--- config.mk ---
export PLATFORM = sky130hd
export DESIGN_NAME = bufg_switch_ctrl
export DESIGN_NICKNAME = d
export VERILOG_FILES = /design/src/rtl/bufg_ctrl_pkg.sv /design/src/rtl/clk_activity_mon.sv /design/src/rtl/bufg_switch_ctrl.sv
export SDC_FILE = /design/constraint.sdc
export NUM_CORES = 1
export LEC_CHECK = 0
export BUFFER_PORTS_ARGS = -buffer_cell sky130_fd_sc_hd__buf_2
export CAP_MARGIN = 20
export CORE_ASPECT_RATIO = 2
export CORE_UTILIZATION = 55
export CTS_CLUSTER_SIZE = 16
export DETAILED_ROUTE_END_ITERATION = 7
export PLACE_DENSITY_LB_ADDON = 0.12
export SYNTH_ARGS = -nofsm -noshare
export SYNTH_HDL_FRONTEND = slang
export SYNTH_SLANG_ARGS = --single-unit
--- constraint.sdc ---
create_clock -name clk -period 2.11 [get_ports clk]
set_clock_uncertainty 0.05 [all_clocks]
set_input_delay 0.422 -clock clk [delete_from_list [all_inputs] [get_ports clk]]
set_output_delay 0.422 -clock clk [all_outputs]
set_load 0.01 [all_outputs]
--- src/rtl/bufg_ctrl_pkg.sv ---
// bufg_ctrl_pkg: shared types for the clock-buffer switch sequencer.
// Holds the FSM state encoding and a width helper for the counters.
`timescale 1ns/1ps
package bufg_ctrl_pkg;

    typedef enum logic [2:0] {
        ST_IDLE,
        ST_DESEL,
        ST_SETTLE,
        ST_SEL,
        ST_CONFIRM,
        ST_REVERT
    } state_e;

    // Bits needed to hold values 0..v-1 (minimum 1).
    function automatic int unsigned clog2(input int unsigned v);
        int unsigned r;
        r = 1;
        for (int i = 0; i < 32; i++) begin
            if ((64'd1 << i) < 64'(v)) r = i + 1;
        end
        return r;
    endfunction

endpackage

--- src/rtl/clk_activity_mon.sv ---
// clk_activity_mon: watches a toggle derived from a remote clock.
// Ports: clk/rst_n control clock, tog_i remote toggle,
//        edge_o synchronized edge strobe, alive_o registered activity flag.
`timescale 1ns/1ps
module clk_activity_mon
    import bufg_ctrl_pkg::*;
#(
    parameter int unsigned ALIVE_WINDOW = 64
) (
    input  logic clk,
    input  logic rst_n,
    input  logic tog_i,
    output logic edge_o,
    output logic alive_o
);

    localparam int unsigned CW = clog2(ALIVE_WINDOW + 1);
    localparam logic [CW-1:0] WIN = CW'(ALIVE_WINDOW);

    logic [2:0]    sync_q;
    logic [CW-1:0] cnt_q, cnt_d;
    logic          alive_q;

    // Either polarity of the synchronized toggle counts as activity.
    assign edge_o  = sync_q[2] ^ sync_q[1];
    assign alive_o = alive_q;

    always_comb begin
        cnt_d = cnt_q;
        if (edge_o)
            cnt_d = '0;
        else if (cnt_q != WIN)
            cnt_d = cnt_q + CW'(1);
    end

    // Counter starts saturated so the channel reads dead until it moves.
    always_ff @(posedge clk or negedge rst_n) begin
        if (!rst_n) begin
            sync_q  <= '0;
            cnt_q   <= WIN;
            alive_q <= 1'b0;
        end else begin
            sync_q  <= {sync_q[1:0], tog_i};
            cnt_q   <= cnt_d;
            alive_q <= (cnt_q < WIN);
        end
    end

endmodule

--- src/rtl/bufg_switch_ctrl.sv ---
// bufg_switch_ctrl: glitch-free switchover sequencer for a 2-input clock mux.
// Ports: clk/rst_n, tog0/tog1 activity toggles, req_valid/req_sel/req_ready
//        request handshake, s0/s1/ce0/ce1/ignore0/ignore1 buffer pins,
//        sel_cur/alive0/alive1/busy/done/err status (all registered).
`timescale 1ns/1ps
module bufg_switch_ctrl
    import bufg_ctrl_pkg::*;
#(
    parameter bit          INIT_SEL      = 1'b0,
    parameter int unsigned SETTLE_CYCLES = 8,
    parameter int unsigned ALIVE_WINDOW  = 64,
    parameter int unsigned CONFIRM_EDGES = 2,
    parameter int unsigned TIMEOUT       = 1024
) (
    input  logic clk,
    input  logic rst_n,
    input  logic tog0,
    input  logic tog1,
    input  logic req_valid,
    input  logic req_sel,
    output logic req_ready,
    output logic s0,
    output logic s1,
    output logic ce0,
    output logic ce1,
    output logic ignore0,
    output logic ignore1,
    output logic sel_cur,
    output logic alive0,
    output logic alive1,
    output logic busy,
    output logic done,
    output logic err
);

    localparam int unsigned SW = clog2(SETTLE_CYCLES + 1);
    localparam int unsigned EW = clog2(CONFIRM_EDGES + 1);
    localparam int unsigned TW = clog2(TIMEOUT + 1);
    localparam logic [SW-1:0] SET_L  = SW'(SETTLE_CYCLES);
    localparam logic [SW-1:0] SET_M1 = SW'(SETTLE_CYCLES - 1);
    localparam logic [EW-1:0] CE_L   = EW'(CONFIRM_EDGES);
    localparam logic [EW-1:0] CE_M1  = EW'(CONFIRM_EDGES - 1);
    localparam logic [TW-1:0] TO_M1  = TW'(TIMEOUT - 1);

    logic [1:0] alive_w, edge_w;

    clk_activity_mon #(.ALIVE_WINDOW(ALIVE_WINDOW)) u_mon0 (
        .clk(clk), .rst_n(rst_n), .tog_i(tog0),
        .edge_o(edge_w[0]), .alive_o(alive_w[0])
    );

    clk_activity_mon #(.ALIVE_WINDOW(ALIVE_WINDOW)) u_mon1 (
        .clk(clk), .rst_n(rst_n), .tog_i(tog1),
        .edge_o(edge_w[1]), .alive_o(alive_w[1])
    );

    state_e        state_q, state_d;
    logic          new_q, new_d, old_q, old_d;
    logic          dold_q, dold_d, dnew_q, dnew_d;
    logic [SW-1:0] cnt_q, cnt_d;
    logic [EW-1:0] ecnt_q, ecnt_d;
    logic [TW-1:0] tcnt_q, tcnt_d;
    logic [1:0]    s_q, s_d, ign_q, ign_d, ce_q;
    logic          sel_q, sel_d, busy_q, busy_d;
    logic          done_q, done_d, err_q, err_d, rdy_q;

    always_comb begin
        state_d = state_q;
        new_d   = new_q;
        old_d   = old_q;
        dold_d  = dold_q;
        dnew_d  = dnew_q;
        cnt_d   = cnt_q;
        ecnt_d  = ecnt_q;
        tcnt_d  = tcnt_q;
        s_d     = s_q;
        ign_d   = ign_q;
        sel_d   = sel_q;
        busy_d  = busy_q;
        done_d  = 1'b0;
        err_d   = 1'b0;
        unique case (state_q)
            ST_IDLE: begin
                if (req_valid) begin
                    if (req_sel == sel_q) begin
                        done_d = 1'b1;
                    end else begin
                        // Liveness is frozen at accept time.
                        new_d   = req_sel;
                        old_d   = sel_q;
                        dold_d  = ~alive_w[sel_q];
                        dnew_d  = ~alive_w[req_sel];
                        busy_d  = 1'b1;
                        state_d = ST_DESEL;
                    end
                end
            end
            ST_DESEL: begin
                s_d[old_q]   = 1'b0;
                ign_d[old_q] = dold_q;
                ign_d[new_q] = dnew_q;
                cnt_d        = '0;
                state_d      = ST_SETTLE;
            end
            ST_SETTLE: begin
                if (cnt_q == SET_M1)
                    state_d = ST_SEL;
                else
                    cnt_d = cnt_q + SW'(1);
            end
            ST_SEL: begin
                s_d[new_q] = 1'b1;
                ecnt_d     = '0;
                tcnt_d     = '0;
                state_d    = ST_CONFIRM;
            end
            ST_CONFIRM: begin
                if (edge_w[new_q] && ecnt_q == CE_M1) begin
                    sel_d   = new_q;
                    ign_d   = '0;
                    busy_d  = 1'b0;
                    done_d  = 1'b1;
                    state_d = ST_IDLE;
                end else begin
                    if (edge_w[new_q] && ecnt_q != CE_L)
                        ecnt_d = ecnt_q + EW'(1);
                    if (tcnt_q == TO_M1) begin
                        cnt_d   = '0;
                        state_d = ST_REVERT;
                    end else begin
                        tcnt_d = tcnt_q + TW'(1);
                    end
                end
            end
            ST_REVERT: begin
                // Both selects stay low for a full settle before going back.
                if (cnt_q == SET_L) begin
                    s_d[old_q]   = 1'b1;
                    ign_d[new_q] = 1'b0;
                    err_d        = 1'b1;
                    busy_d       = 1'b0;
                    state_d      = ST_IDLE;
                end else begin
                    s_d[new_q]   = 1'b0;
                    ign_d[new_q] = 1'b1;
                    cnt_d        = cnt_q + SW'(1);
                end
            end
            default: state_d = ST_IDLE;
        endcase
    end

    always_ff @(posedge clk or negedge rst_n) begin
        if (!rst_n) begin
            state_q <= ST_IDLE;
            new_q   <= 1'b0;
            old_q   <= 1'b0;
            dold_q  <= 1'b0;
            dnew_q  <= 1'b0;
            cnt_q   <= '0;
            ecnt_q  <= '0;
            tcnt_q  <= '0;
            s_q     <= {INIT_SEL, ~INIT_SEL};
            ign_q   <= '0;
            ce_q    <= 2'b11;
            sel_q   <= INIT_SEL;
            busy_q  <= 1'b0;
            done_q  <= 1'b0;
            err_q   <= 1'b0;
            rdy_q   <= 1'b1;
        end else begin
            state_q <= state_d;
            new_q   <= new_d;
            old_q   <= old_d;
            dold_q  <= dold_d;
            dnew_q  <= dnew_d;
            cnt_q   <= cnt_d;
            ecnt_q  <= ecnt_d;
            tcnt_q  <= tcnt_d;
            s_q     <= s_d;
            ign_q   <= ign_d;
            ce_q    <= 2'b11;
            sel_q   <= sel_d;
            busy_q  <= busy_d;
            done_q  <= done_d;
            err_q   <= err_d;
            rdy_q   <= (state_d == ST_IDLE);
        end
    end

    assign req_ready = rdy_q;
    assign s0        = s_q[0];
    assign s1        = s_q[1];
    assign ce0       = ce_q[0];
    assign ce1       = ce_q[1];
    assign ignore0   = ign_q[0];
    assign ignore1   = ign_q[1];
    assign sel_cur   = sel_q;
    assign alive0    = alive_w[0];
    assign alive1    = alive_w[1];
    assign busy      = busy_q;
    assign done      = done_q;
    assign err       = err_q;

endmodule

# Yosys cells after proc, flatten, opt, wreduce, memory -nomap -nowiden
# Index checks and enable logic that the tools add are counted.
# op_classes
n_addsub,5
order_cmp,8
eq_ne,23
n_mux,50
bitwise,13
reduce_logical,20
# op_table
op,count
$mux W7,4
$mux W11,2
$ne A2 B2 Y1 const B,11
$pmux W11 S2,1
$mux W3,6
$pmux W3 S6,1
$mux W1,17
$mux W4,4
$pmux W4 S4,1
$add A7 B1 Y7 const B,2
$lt A7 B7 Y1 const B,2
$ne A7 B7 Y1 const B,2
$pmux W2 S3,2
$add A11 B1 Y11 const B,1
$eq A11 B10 Y1 const B,1
$mux W2,5
$reduce_and A5 Y1,2
$reduce_and A3 Y1,3
$reduce_bool A3 Y1,3
$lt A1 B2 Y1 const B,4
$and A2 B2 Y2,3
$eq A3 B2 Y1 const B,2
$eq A3 B3 Y1 const B,2
$logic_not A3 Y1,2
21 further kinds,36
# word_totals
ff_bits,55
inputBits,6
elab_cells,140

# Longest topological paths before layout
# Gate-level depths: netlist of run 1.
# depth
word_depth,8
ltp_mapped,8
mapped_depth_nobuf,7

# By module
# A second synthesis of run 1 with hierarchy kept.
# hier_totals
cells_unflattened,289
hier_area_um2,2857.7
# by_module_without_submodules
module,instances,cells_per_inst,area_per_inst_um2,seq_area_each_um2
bufg_switch_ctrl,1,202,1900.6,828.3
clk_activity_mon at u_mon0,1,44,486.7,276.5
clk_activity_mon at u_mon1,1,43,470.5,276.5

# Worst setup path after synthesis of run 1
# Ideal clock, no wire load.
# synth_timing
path_type,register to register
startpoint,reg tcnt_q[0]
endpoint,reg cnt_q[0]
arrival_ns,1.735
required_time_ns,1.932
slack_ns,0.197
path_stages_with_launch,7
n_path_buf,0
period_less_slack_ns,1.913
path_cell_list,dfrtp_1 -> ha_1 -> nand3_1 -> or3_4 -> o21a_4 -> nor2_2 -> mux2_1
# synth_between
elab_chain_len,3
# synth_rtl
item,line,text
from (decl),bufg_switch_ctrl.sv:62,"logic [TW-1:0] tcnt_q, tcnt_d;"
from (signal assigned),bufg_switch_ctrl.sv:179,tcnt_q <= tcnt_d;
$eq A11 B10 Y1,bufg_switch_ctrl.sv:127,if (tcnt_q == TO_M1) begin
$ne A2 B2 Y1 (no source line),n/a,
$reduce_and A5 Y1 (no source line),n/a,
to (signal assigned),bufg_switch_ctrl.sv:177,cnt_q <= cnt_d;
to (decl),bufg_switch_ctrl.sv:60,"logic [SW-1:0] cnt_q, cnt_d;"
# No other way between the ends.
# A chain may end at the register's enable or synchronous reset.

# Worst setup path in the final report of run 1
# layout_timing
startpoint,reg state_q[1]
endpoint,reg tcnt_q[9]
# layout_between
elab_chain_len,3
# layout_rtl
item,line,text
from (decl),bufg_switch_ctrl.sv:57,"state_e state_q, state_d;"
from (signal assigned),bufg_switch_ctrl.sv:172,state_q <= state_d;
$eq A3 B3 Y1 / $eq A3 B2 Y1 (equally long branches),bufg_switch_ctrl.sv:82,unique case (state_q)
$ne A2 B2 Y1 (no source line) / $reduce_bool A2 Y1 (equally long branches),n/a,
$reduce_and A3 Y1 (no source line),n/a,
# Several ways; a longest one is shown, not always the timed one.

==> results of run 1 <==
==> final cells by class <==
class,instances,area [um^2]
repair buffers,31,192.7
fillers,441,1783
well taps,57,71.32
clock buffers,6,72.57
inverters,14,52.55
clock inverters,2,12.51
multi-input cells,210,1389
flip-flops and latches,55,1381
==> path summary, 6_finish.rpt <==
check                                  from                to  slack (ps)  depth (start not counted)
max                              state_q[1]         tcnt_q[9]         190                          5
min                                   rst_n        state_q[2]          20                          1
max reg2reg                      state_q[1]         tcnt_q[9]         190                          5
min reg2reg                u_mon1.sync_q[0]  u_mon1.sync_q[1]         310                          0
max in group asynchronous             rst_n   u_mon0.cnt_q[6]        1320                          2
min in group clk                       tog0  u_mon0.sync_q[0]         170                          1
==> worst max-delay path: stages, from the launching register on <==
cell and delay, ps:
dfrtp_1 550, nor3b_4 290, o221ai_2 270, nor3_1 360
o211ai_1 150, o211a_1 140
==> cells in the mapped netlist (2+ instances only) <==
| cell | count | area [um^2] |
|---|---|---|
| nor2_1 | 37 | 138.9 |
| inv_1 | 14 | 52.55 |
| a22oi_1 | 3 | 22.52 |
| o221ai_1 | 2 | 17.52 |
| or3_1 | 4 | 25.02 |
| or2_2 | 2 | 12.51 |
| dfrtp_1 | 51 | 1276 |
| nor3_1 | 7 | 35.03 |
| nand4_1 | 2 | 12.51 |
| dfstp_2 | 4 | 105.1 |
| a21oi_1 | 9 | 45.04 |
| nand2_1 | 23 | 86.33 |
| buf_2 | 3 | 15.01 |
| o31ai_1 | 4 | 30.03 |
| a31oi_1 | 2 | 12.51 |
| nand3b_1 | 4 | 30.03 |
| ha_1 | 9 | 112.6 |
| and3_1 | 4 | 25.02 |
| xor2_1 | 4 | 35.03 |
| o311a_1 | 2 | 20.02 |
| nor2b_1 | 4 | 25.02 |
| o211ai_1 | 4 | 30.03 |
| mux2_2 | 5 | 56.30 |
| clkbuf_1 | 2 | 7.510 |
| xnor2_1 | 19 | 166.4 |
| nand2b_1 | 5 | 31.28 |
| mux2i_1 | 4 | 40.04 |
| nand3_1 | 12 | 60.06 |
| buf_4 | 3 | 22.52 |
| o21ai_0 | 10 | 50.05 |
==> flip-flops by register name (all words and copies together) (netlist names), 2 cells and up, named ones only <==
signal	flops
u_mon1.sync_q	3
u_mon0.sync_q	3
state_q	3
u_mon1.cnt_q	7
tcnt_q	11
cnt_q	4
u_mon0.cnt_q	7
s_q	2
ecnt_q	2
==> per-stage QoR <==
step / setup slack (ps) / hold slack (ps) / std cells
5_1_grt: 48.62 / 38.84 / 375
4_1_cts: 176.5 / 16.87 / 375
3_3_place_gp: 188.7 / 283.1 / 367
3_5_place_dp: 192.4 / 292.0 / 367
2_1_floorplan: 197.4 / 76.41 / 288
6_report: 186.1 / 15.66 / 375
==> cells by family after synthesis <==
family / synth area share
AND/OR/NAND/NOR: 0.2142
flip-flops: 0.4817
AO/OA/AOI/OAI: 0.1204
XOR/XNOR: 0.07024
buffers and inverters: 0.03534
multiplexers: 0.03752
adder cells (fa/ha/maj): 0.03927
other: 0.001308
==> layer usage <==
layer	wire [um]	up-vias
met5	0	-
met4	231	0
met3	164	18
met2	3330	51
met1	2123	1075
li1	-	1057
==> power groups by stage <==
| stage | registers (uW) | logic, uW | clock network [uW] |
|---|---|---|---|
| 6_report | 1480 | 1280 | 561 |
| 5_1_grt | 1520 | 1440 | 627 |
| 4_1_cts | 1480 | 1280 | 582 |
| 3_5_place_dp | 1500 | 1280 | 0 |
| 3_3_place_gp | 1490 | 1250 | 0 |
| 2_1_floorplan | 1440 | 935 | 0 |
==> flow_metrics.tcl, run 1 <==
set metrics [dict create \
    status "finished clean" \
    synth_edf_count 0 \
    power_frac_comb 0.385 \
    grt_start_max_net_pins 23 \
    peakVddDrop_mv 0.6611 \
    cts_resized 0 \
    path_class "reg2reg" \
    post-route-period-util 0.9118 \
    grt_busiest_layer "met2" \
    synth_area_mm2 0.002868 \
    worst_setup_path_start_kind "flip-flop" \
    yosys_warnings 0 \
    setup_violations 0 \
    grt_overflow 0 \
    place_congestion 0.9067 \
    final_core_utilization 0.6402 \
    wl_per_cell_um 15.60 \
    start_util 0.5788 \
    clkSinkCount 55 \
    cts_buffer_depth 2 \
    ioPinCount 19 \
    grtUsageMet2 0.4322 \
    synth_cell_types 59 \
    max_freq_mhz 519.8 \
    dp_hpwl_mm 4.560 \
    cts_max_level 2 \
    grt_use_met3 0.03509 \
    drive_above_1_share 0.1824 \
    p_sw_uw 1285 \
    syn_to_final_growth_pct 10.60 \
    rows 36 \
    p_seq_frac 0.446 \
    slew_viol_final 0 \
    vias 2201 \
    final.setup.tns_ps 0 \
    cts-buffers-inserted 5 \
    swShare 0.3866 \
    tightest_slew_ps 578.5 \
    post_cts_buffers 0 \
    cts_hold_buf 0 \
    stdcell_area_mm2 0.003172 \
    synthCells 287 \
    dieArea_mm2 0.005525 \
    via_per_inst 5.869 \
    hold_path_class "in2async" \
    cts-root-buf "clkbuf_8" \
    cts.clk_slew.worst_paths_ps 90 \
    p_total_uw 3324 \
    drc 0 \
    grt_pass1_vias 2258 \
    cp_max_fo 12 \
    core_mm2 0.004955 \
    io_buffer_count 16 \
    placed_area_mm2 0.003087 \
    final_cell_mix "51 x dfrtp_1, 37 x nor2_1, 23 x nand2_1" \
    synthArstFlopShare 1.000 \
    hold_viol 0 \
    p_leak_uw 0.001391 \
    ys_ff_latch 55 \
    period_minus_slack_ps 1924 \
    synth-main-ff-cell "dfrtp_1" \
    syn_area_per_cell_um2 9.992 \
    relSlewSlack 0.6143 \
    clock_latency_ps 300 \
    antenna_left 0 \
    drt_wl_total_mm 5.850 \
    internal_power_uw 2039 \
    synth_seq_area_share 0.4817 \
    cellPowerDensity_mw_per_mm2 1048 \
    grtUsageMet1 0.2544 \
    critPathArrivalTime_ps 2080 \
    grt_usage 0.2411 \
    firstDrtPassIters 4 \
    cap_violations 0 \
    drt_iter0_markers 45 \
    rsz0062_at_grt "no" \
    grt_pass1_wl_mm 9.942 \
    die_w_um 53.06 \
    crit_required_ps 2260 \
    final_common_cell "dfrtp_1" \
    clkPwrFrac 0.169 \
    diodes 0 \
    fp.dieH_um 104.1 \
    cts_tree "built" \
    antenna_found_initial 0 \
    cp-end-kind "flip-flop" \
    nets 332 \
]
(Power assumes the default switching activity.)
==> run 2: changes to the inputs <==
CORE_MARGIN = 2   (was not set)
RECOVER_POWER = 25   (was not set)
SYNTH_HIERARCHICAL = 1   (was not set)
==> flow_metrics.tcl, run 2 <==
set metrics [dict create \
    syn_to_final_growth_pct 12.22 \
    post-route-period-util 0.9596 \
    syn_area_per_cell_um2 9.888 \
    placed_area_mm2 0.003123 \
    cts_buffer_depth 2 \
    max_stage_delay_ps 430 \
    top_regs "tcnt_q x11, u_mon0/cnt_q x7, u_mon1/cnt_q x7" \
    synthArstFlopShare 1.000 \
    hold_viol 0 \
    critPathArrivalTime_ps 2210 \
    grt_pass1_vias 2287 \
    firstDrtPassIters 4 \
    cts.clk_slew.worst_paths_ps 90 \
    grt_start_max_net_pins 56 \
    startpoint "u_mon1/sync_q[1]" \
    worst_setup_path_start_kind "flip-flop" \
    top_register "tcnt_q" \
    fp.dieH_um 105.9 \
    synth_commonest_cells "51 x dfrtp_1, 22 x nand2_1, 21 x nor2_1" \
    synth_cell_types 57 \
    start_util 0.5612 \
    clock_latency_ps 310 \
    dp_hpwl_mm 4.693 \
    status "finished clean" \
    grt_busiest_layer "met2" \
    peakVddDrop_mv 0.6522 \
    cap_violations 0 \
    core_mm2 0.005092 \
    setup_violations 0 \
    antenna_found_initial 0 \
    synth_top_cells_by_area "dfrtp_1 45%, ha_1 3.9%, dfstp_2 3.7%" \
    synth_area_mm2 0.002858 \
    die_w_um 54.97 \
    cp_max_fo 3 \
    synth_seq_area_share 0.4834 \
    rows 37 \
    grt_overflow 0 \
    path_class "reg2reg" \
    grtUsageMet2 0.4430 \
    ys_ff_latch 55 \
    rr_worst_depth 7 \
    synth_top_area_frac 0.4466 \
    dp_slack_ps 68.64 \
    fin_ws_ps 85.30 \
    final_core_utilization 0.6297 \
    reg2reg_setup_slack_ps 90 \
    p_total_uw 3225 \
    synth_edf_count 0 \
    crit_required_ps 2300 \
    yosys.cell_count.top_type "dfrtp_1" \
    synthCells 289 \
    stdcell_area_mm2 0.003207 \
    ioPinCount 19 \
    endpoint "tcnt_q[8]" \
    hold_path_class "in2reg" \
    timing.rr.start "u_mon1/sync_q[1]" \
    grt_pass1_wl_mm 10.23 \
    cp_slowest_cell "or4_1" \
    hold_ws_ps 164.2 \
    relSlewSlack 0.1134 \
    cts-buffers-inserted 5 \
    cts_tree "built" \
    diodes 0 \
    via_per_inst 5.730 \
    rsz0062_at_grt "yes" \
    grtUsageMet1 0.2422 \
    final_cell_mix "51 x dfrtp_1, 22 x nand2_1, 21 x nor2_1" \
    tightest_slew_ps 1330 \
    cts_max_level 2 \
    worstPathCellList "xnor2_1, inv_1, mux2_2, a31oi_1, o21ai_1, or4_1, o21ai_0" \
    dieArea_mm2 0.005824 \
    drt_iter0_markers 46 \
    nets 338 \
    period_minus_slack_ps 2025 \
    synth_top_cell_by_area "dfrtp_1" \
    cts_hold_buf 0 \
    synth-main-ff-cell "dfrtp_1" \
    slew_viol_final 0 \
    final_common_cell "dfrtp_1" \
    wl_per_cell_um 15.92 \
    io_buffer_count 16 \
    grt_use_met3 0.04073 \
    drive_above_1_share 0.1914 \
    yosys_warnings 6 \
    drc 0 \
    cp-end-kind "flip-flop" \
    cellPowerDensity_mw_per_mm2 1006 \
    vias 2189 \
    place_congestion 0.8877 \
    r2r-end "tcnt_q[8]" \
    antenna_left 0 \
    max_freq_mhz 493.9 \
    grt_usage 0.2414 \
    clkSinkCount 55 \
    drt_wl_total_mm 6.081 \
    cts-root-buf "clkbuf_8" \
    largest_register_ffs 11 \
    p_leak_uw 0.001378 \
]
## run 2: cell types whose count changed in the layout (fill, tap and decap cells not counted), sizes merged, moves of 4 or more
cell	change
nor2	-17
o21ai	+11
a21oi	+8
xnor2	-8
inv	+5
and2	+4
## run 2: worst max-delay path: cells and delay by family, from the launching register on
family          cells  cell delay (ps)
buf+inv             1              130
simple gates        1              430
flops               1              390
xor+xnor            1              200
mux                 1              310
compound gates      3              450
## run 2: repair_timing
action,in CTS,in global routing
endpoints found under the hold margin,0,0
buffers inserted,0,0
setup endpoints to repair,0,5
gates resized for setup,0,4
## run 2: kinds of logic (layout without fill, tap and decap cells)
logic type      after synthesis  after routing  share of synthesized area
flops                        55             55                     0.4834
simple gates                106            106                     0.2053
xor+xnor                     16             16                    0.04904
mux                           9              9                    0.03415
buf+inv                      27             61                    0.03852
other cells                   1              2                   0.001312
compound gates               66             66                     0.1489
fa+ha+maj                     9              9                    0.03941
## run 2: metal layers
| metal | routed length, um | up-vias |
|---|---|---|
| li1 | - | 1087 |
| met1 | 2161 | 1060 |
| met2 | 3639 | 30 |
| met3 | 115 | 12 |
| met4 | 164 | 0 |
| met5 | 0 | - |
## run 2: worst min path at each step
stage	slack, ps	cells past startpoint	start	to
2_1_floorplan	80	0	rst_n	asynchronous set/reset pin
3_3_place_gp	280	0	u_mon1/sync_q[0]	u_mon1/sync_q[1]
3_5_place_dp	290	0	u_mon0/sync_q[0]	u_mon0/sync_q[1]
4_1_cts	50	2	rst_n	tcnt_q[0]
5_1_grt	150	1	tog0	u_mon0/sync_q[0]
6_report	160	1	tog1	u_mon1/sync_q[0]
## run 2: through the flow
stage,TNS [ps],instances
6_report,0,382
5_1_grt,-13.67,382
4_1_cts,0,382
3_5_place_dp,0,374
3_3_place_gp,0,374
2_1_floorplan,0,290
## run 2: power by group
part | total [uW] | internal, uW | switching [uW]
Clock | 561 | 237 | 325
Combinational | 1220 | 541 | 681
Sequential | 1440 | 1250 | 197
Total | 3230 | 2020 | 1200
## run 2: cell type report
cell class	instances	area, um^2
fillers	456	1886
well taps	58	72.57
inverters	19	71.32
clock buffers	8	80.08
multi-input cells	208	1389
repair buffers	34	212.7
flip-flops and latches	55	1381
==> run 3: changes to the inputs <==
ABC_AREA = 1   (was not set)
CORE_UTILIZATION = 31   (was 55)
==> flow_metrics.tcl, run 3 <==
set metrics [dict create \
    core_mm2 0.009763 \
    cts.clk_slew.worst_paths_ps 70 \
    cts_max_level 2 \
    period_minus_slack_ps 1733 \
    ioPinCount 19 \
    antenna_found_initial 0 \
    status "finished clean" \
    synth-main-ff-cell "dfrtp_1" \
    final_cell_mix "111 x nand2_1, 55 x nor2_1, 51 x dfrtp_1" \
    crit_required_ps 2290 \
    ys_ff_latch 55 \
    top_regs "tcnt_q x11, u_mon0/cnt_q x7, u_mon1/cnt_q x7" \
    placed_cells 541 \
    drt_wl_total_mm 6.995 \
    peakVddDrop_mv 0.3564 \
    power_frac_comb 0.298 \
    cts-buffers-inserted 5 \
    p_sw_uw 1308 \
    cellPowerDensity_mw_per_mm2 1004 \
    grt_start_max_net_pins 39 \
    largest_register_ffs 11 \
    vias 2513 \
    synth_area_mm2 0.003117 \
    diodes 0 \
    final.setup.tns_ps 0 \
    grt_pass1_wl_mm 11.71 \
    cts_buffer_depth 2 \
    grt_usage 0.1401 \
    start_util 0.3192 \
    internal_power_uw 2228 \
    post-route-period-util 0.8214 \
    stdcell_area_mm2 0.003521 \
    firstDrtPassIters 4 \
    via_per_inst 4.577 \
    clkSinkCount 55 \
    cts_resized 0 \
    synthCells 395 \
    synth_cell_types 39 \
    synthArstFlopShare 1.000 \
    rows 51 \
    drt_iter0_markers 69 \
    cp-end-kind "flip-flop" \
    grt_overflow 0 \
    cts-root-buf "clkbuf_16" \
    cts_hold_buf 0 \
    synth_edf_count 0 \
    wl_per_cell_um 12.74 \
    p_seq_frac 0.423 \
    synth_commonest_cells "111 x nand2_1, 55 x nor2_1, 51 x dfrtp_1" \
    nets 431 \
    yosys.cell_count.top_type "nand2_1" \
    antenna_left 0 \
    dieArea_mm2 0.01092 \
    wl_met1_mm 2.651 \
    setup_violations 0 \
    grt_pass1_vias 2475 \
    syn_to_final_growth_pct 12.97 \
    max_freq_mhz 577.0 \
    fp.dieH_um 145.8 \
    slew_viol_final 0 \
    die_w_um 74.90 \
    clock_latency_ps 300 \
    final_common_cell "nand2_1" \
    reg2reg_setup_slack_ps 380 \
    path_class "reg2reg" \
    hold_path_class "in2reg" \
    dp_hpwl_mm 5.431 \
    synth_top_cell_by_area "dfrtp_1" \
    wl_met3_um 143 \
    wl_met2_mm 4.033 \
    synth_top_area_frac 0.4095 \
    io_buffer_count 16 \
    drive_above_1_share 0.1415 \
    worst_setup_path_start_kind "flip-flop" \
    clkPwrFrac 0.279 \
    dr.max_layer_used "met4" \
    drc 0 \
    top_register "tcnt_q" \
    swShare 0.3700 \
    rsz0062_at_grt "no" \
    post_cts_buffers 0 \
    yosys_warnings 6 \
    fillCellCount 1046 \
    tightest_slew_ps 1049 \
    fin_cells 549 \
    hold_ws_ps 178.9 \
    critPathArrivalTime_ps 1910 \
    cp_max_fo 3 \
    place_congestion 0.7896 \
    syn_area_per_cell_um2 7.890 \
    cap_violations 0 \
    synth_top_cells_by_area "dfrtp_1 41%, nand2_1 13%, nor2_1 6.6%" \
    p_leak_uw 0.001674 \
    placed_area_mm2 0.003348 \
    relSlewSlack 0.3008 \
    synth_seq_area_share 0.4432 \
    cts_tree "built" \
    hold_viol 0 \
]
[run 3: cell count changes after synthesis, moves of 20 or more]
cell	delta
nand3_1	+27
inv_1	+20
nor2_1	+34
nand2_1	+89
[run 3: area by class of cell]
cell class                      instances  area (um^2)  share of cell area
Clock buffer                            6        138.9             0.03945
Tap cell                              132        165.2             0.04691
Inverter                               43        163.9             0.04655
Multi-Input combinational cell        292         1523              0.4325
Timing Repair Buffer                   19        113.9             0.03234
Sequential cell                        55         1381              0.3923
Clock inverter                          2        35.03            0.009950
[run 3: critical path: stages, from the launching register on]
cell and delay (ps):
dfrtp_1 410, xor2_1 270, nand2_1 90, nand2_1 140, nand2_1 120, nand2_2 100, nand2_1 80, nor2_1 160
nand2_1 100, nor2_1 140
[run 3: power groups by stage]
stage               combinational, uW  clock [uW]  sequential, uW
floorplan                         844           0            1450
global placement                 1070           0            1510
detailed placement               1080           0            1520
CTS                              1080        1030            1500
global route                     1220        1070            1530
finish                           1050         985            1500
[run 3: metal layers]
| layer | vias to the layer above | track usage |
|---|---|---|
| li1 | 1294 | - |
| met4 | 0 | 0.05536 |
| met2 | 32 | 0.2706 |
| met3 | 10 | 0.02147 |
| met1 | 1177 | 0.1384 |
| met5 | - | 0 |
[run 3: cells by family (layout without fill, tap and decap cells)]
logic type / count (synthesis) / after routing / share of synthesized area
other cells: 1 / 2 / 0.001203
simple gates: 229 / 229 / 0.3308
compound gates: 42 / 42 / 0.08510
xor+xnor: 10 / 10 / 0.03413
buf+inv: 49 / 70 / 0.06945
fa+ha+maj: 9 / 9 / 0.03613
flops: 55 / 55 / 0.4432
[run 3: path summary, 6_finish.rpt]
| kind | startpoint | end | depth (start not counted) |
|---|---|---|---|
| max | u_mon0/sync_q[1] | req_ready | 9 |
| min | tog0 | u_mon0/sync_q[0] | 1 |
| max reg2reg | u_mon0/sync_q[1] | req_ready | 9 |
| min reg2reg | u_mon1/sync_q[0] | u_mon1/sync_q[1] | 0 |
| max in group asynchronous | rst_n | req_ready | 2 |
| min in group asynchronous | rst_n | asynchronous set/reset pin | 1 |
[run 3: stage by stage]
stage | util | setup slack (ps) | power [uW]
3_3_place_gp | 0.3429 | 337.7 | 2581
2_1_floorplan | - | 548.0 | 2298
5_1_grt | 0.3606 | 151.5 | 3820
4_1_cts | 0.3608 | 315.0 | 3606
3_5_place_dp | 0.3429 | 335.9 | 2596
6_report | 0.3606 | 376.8 | 3536
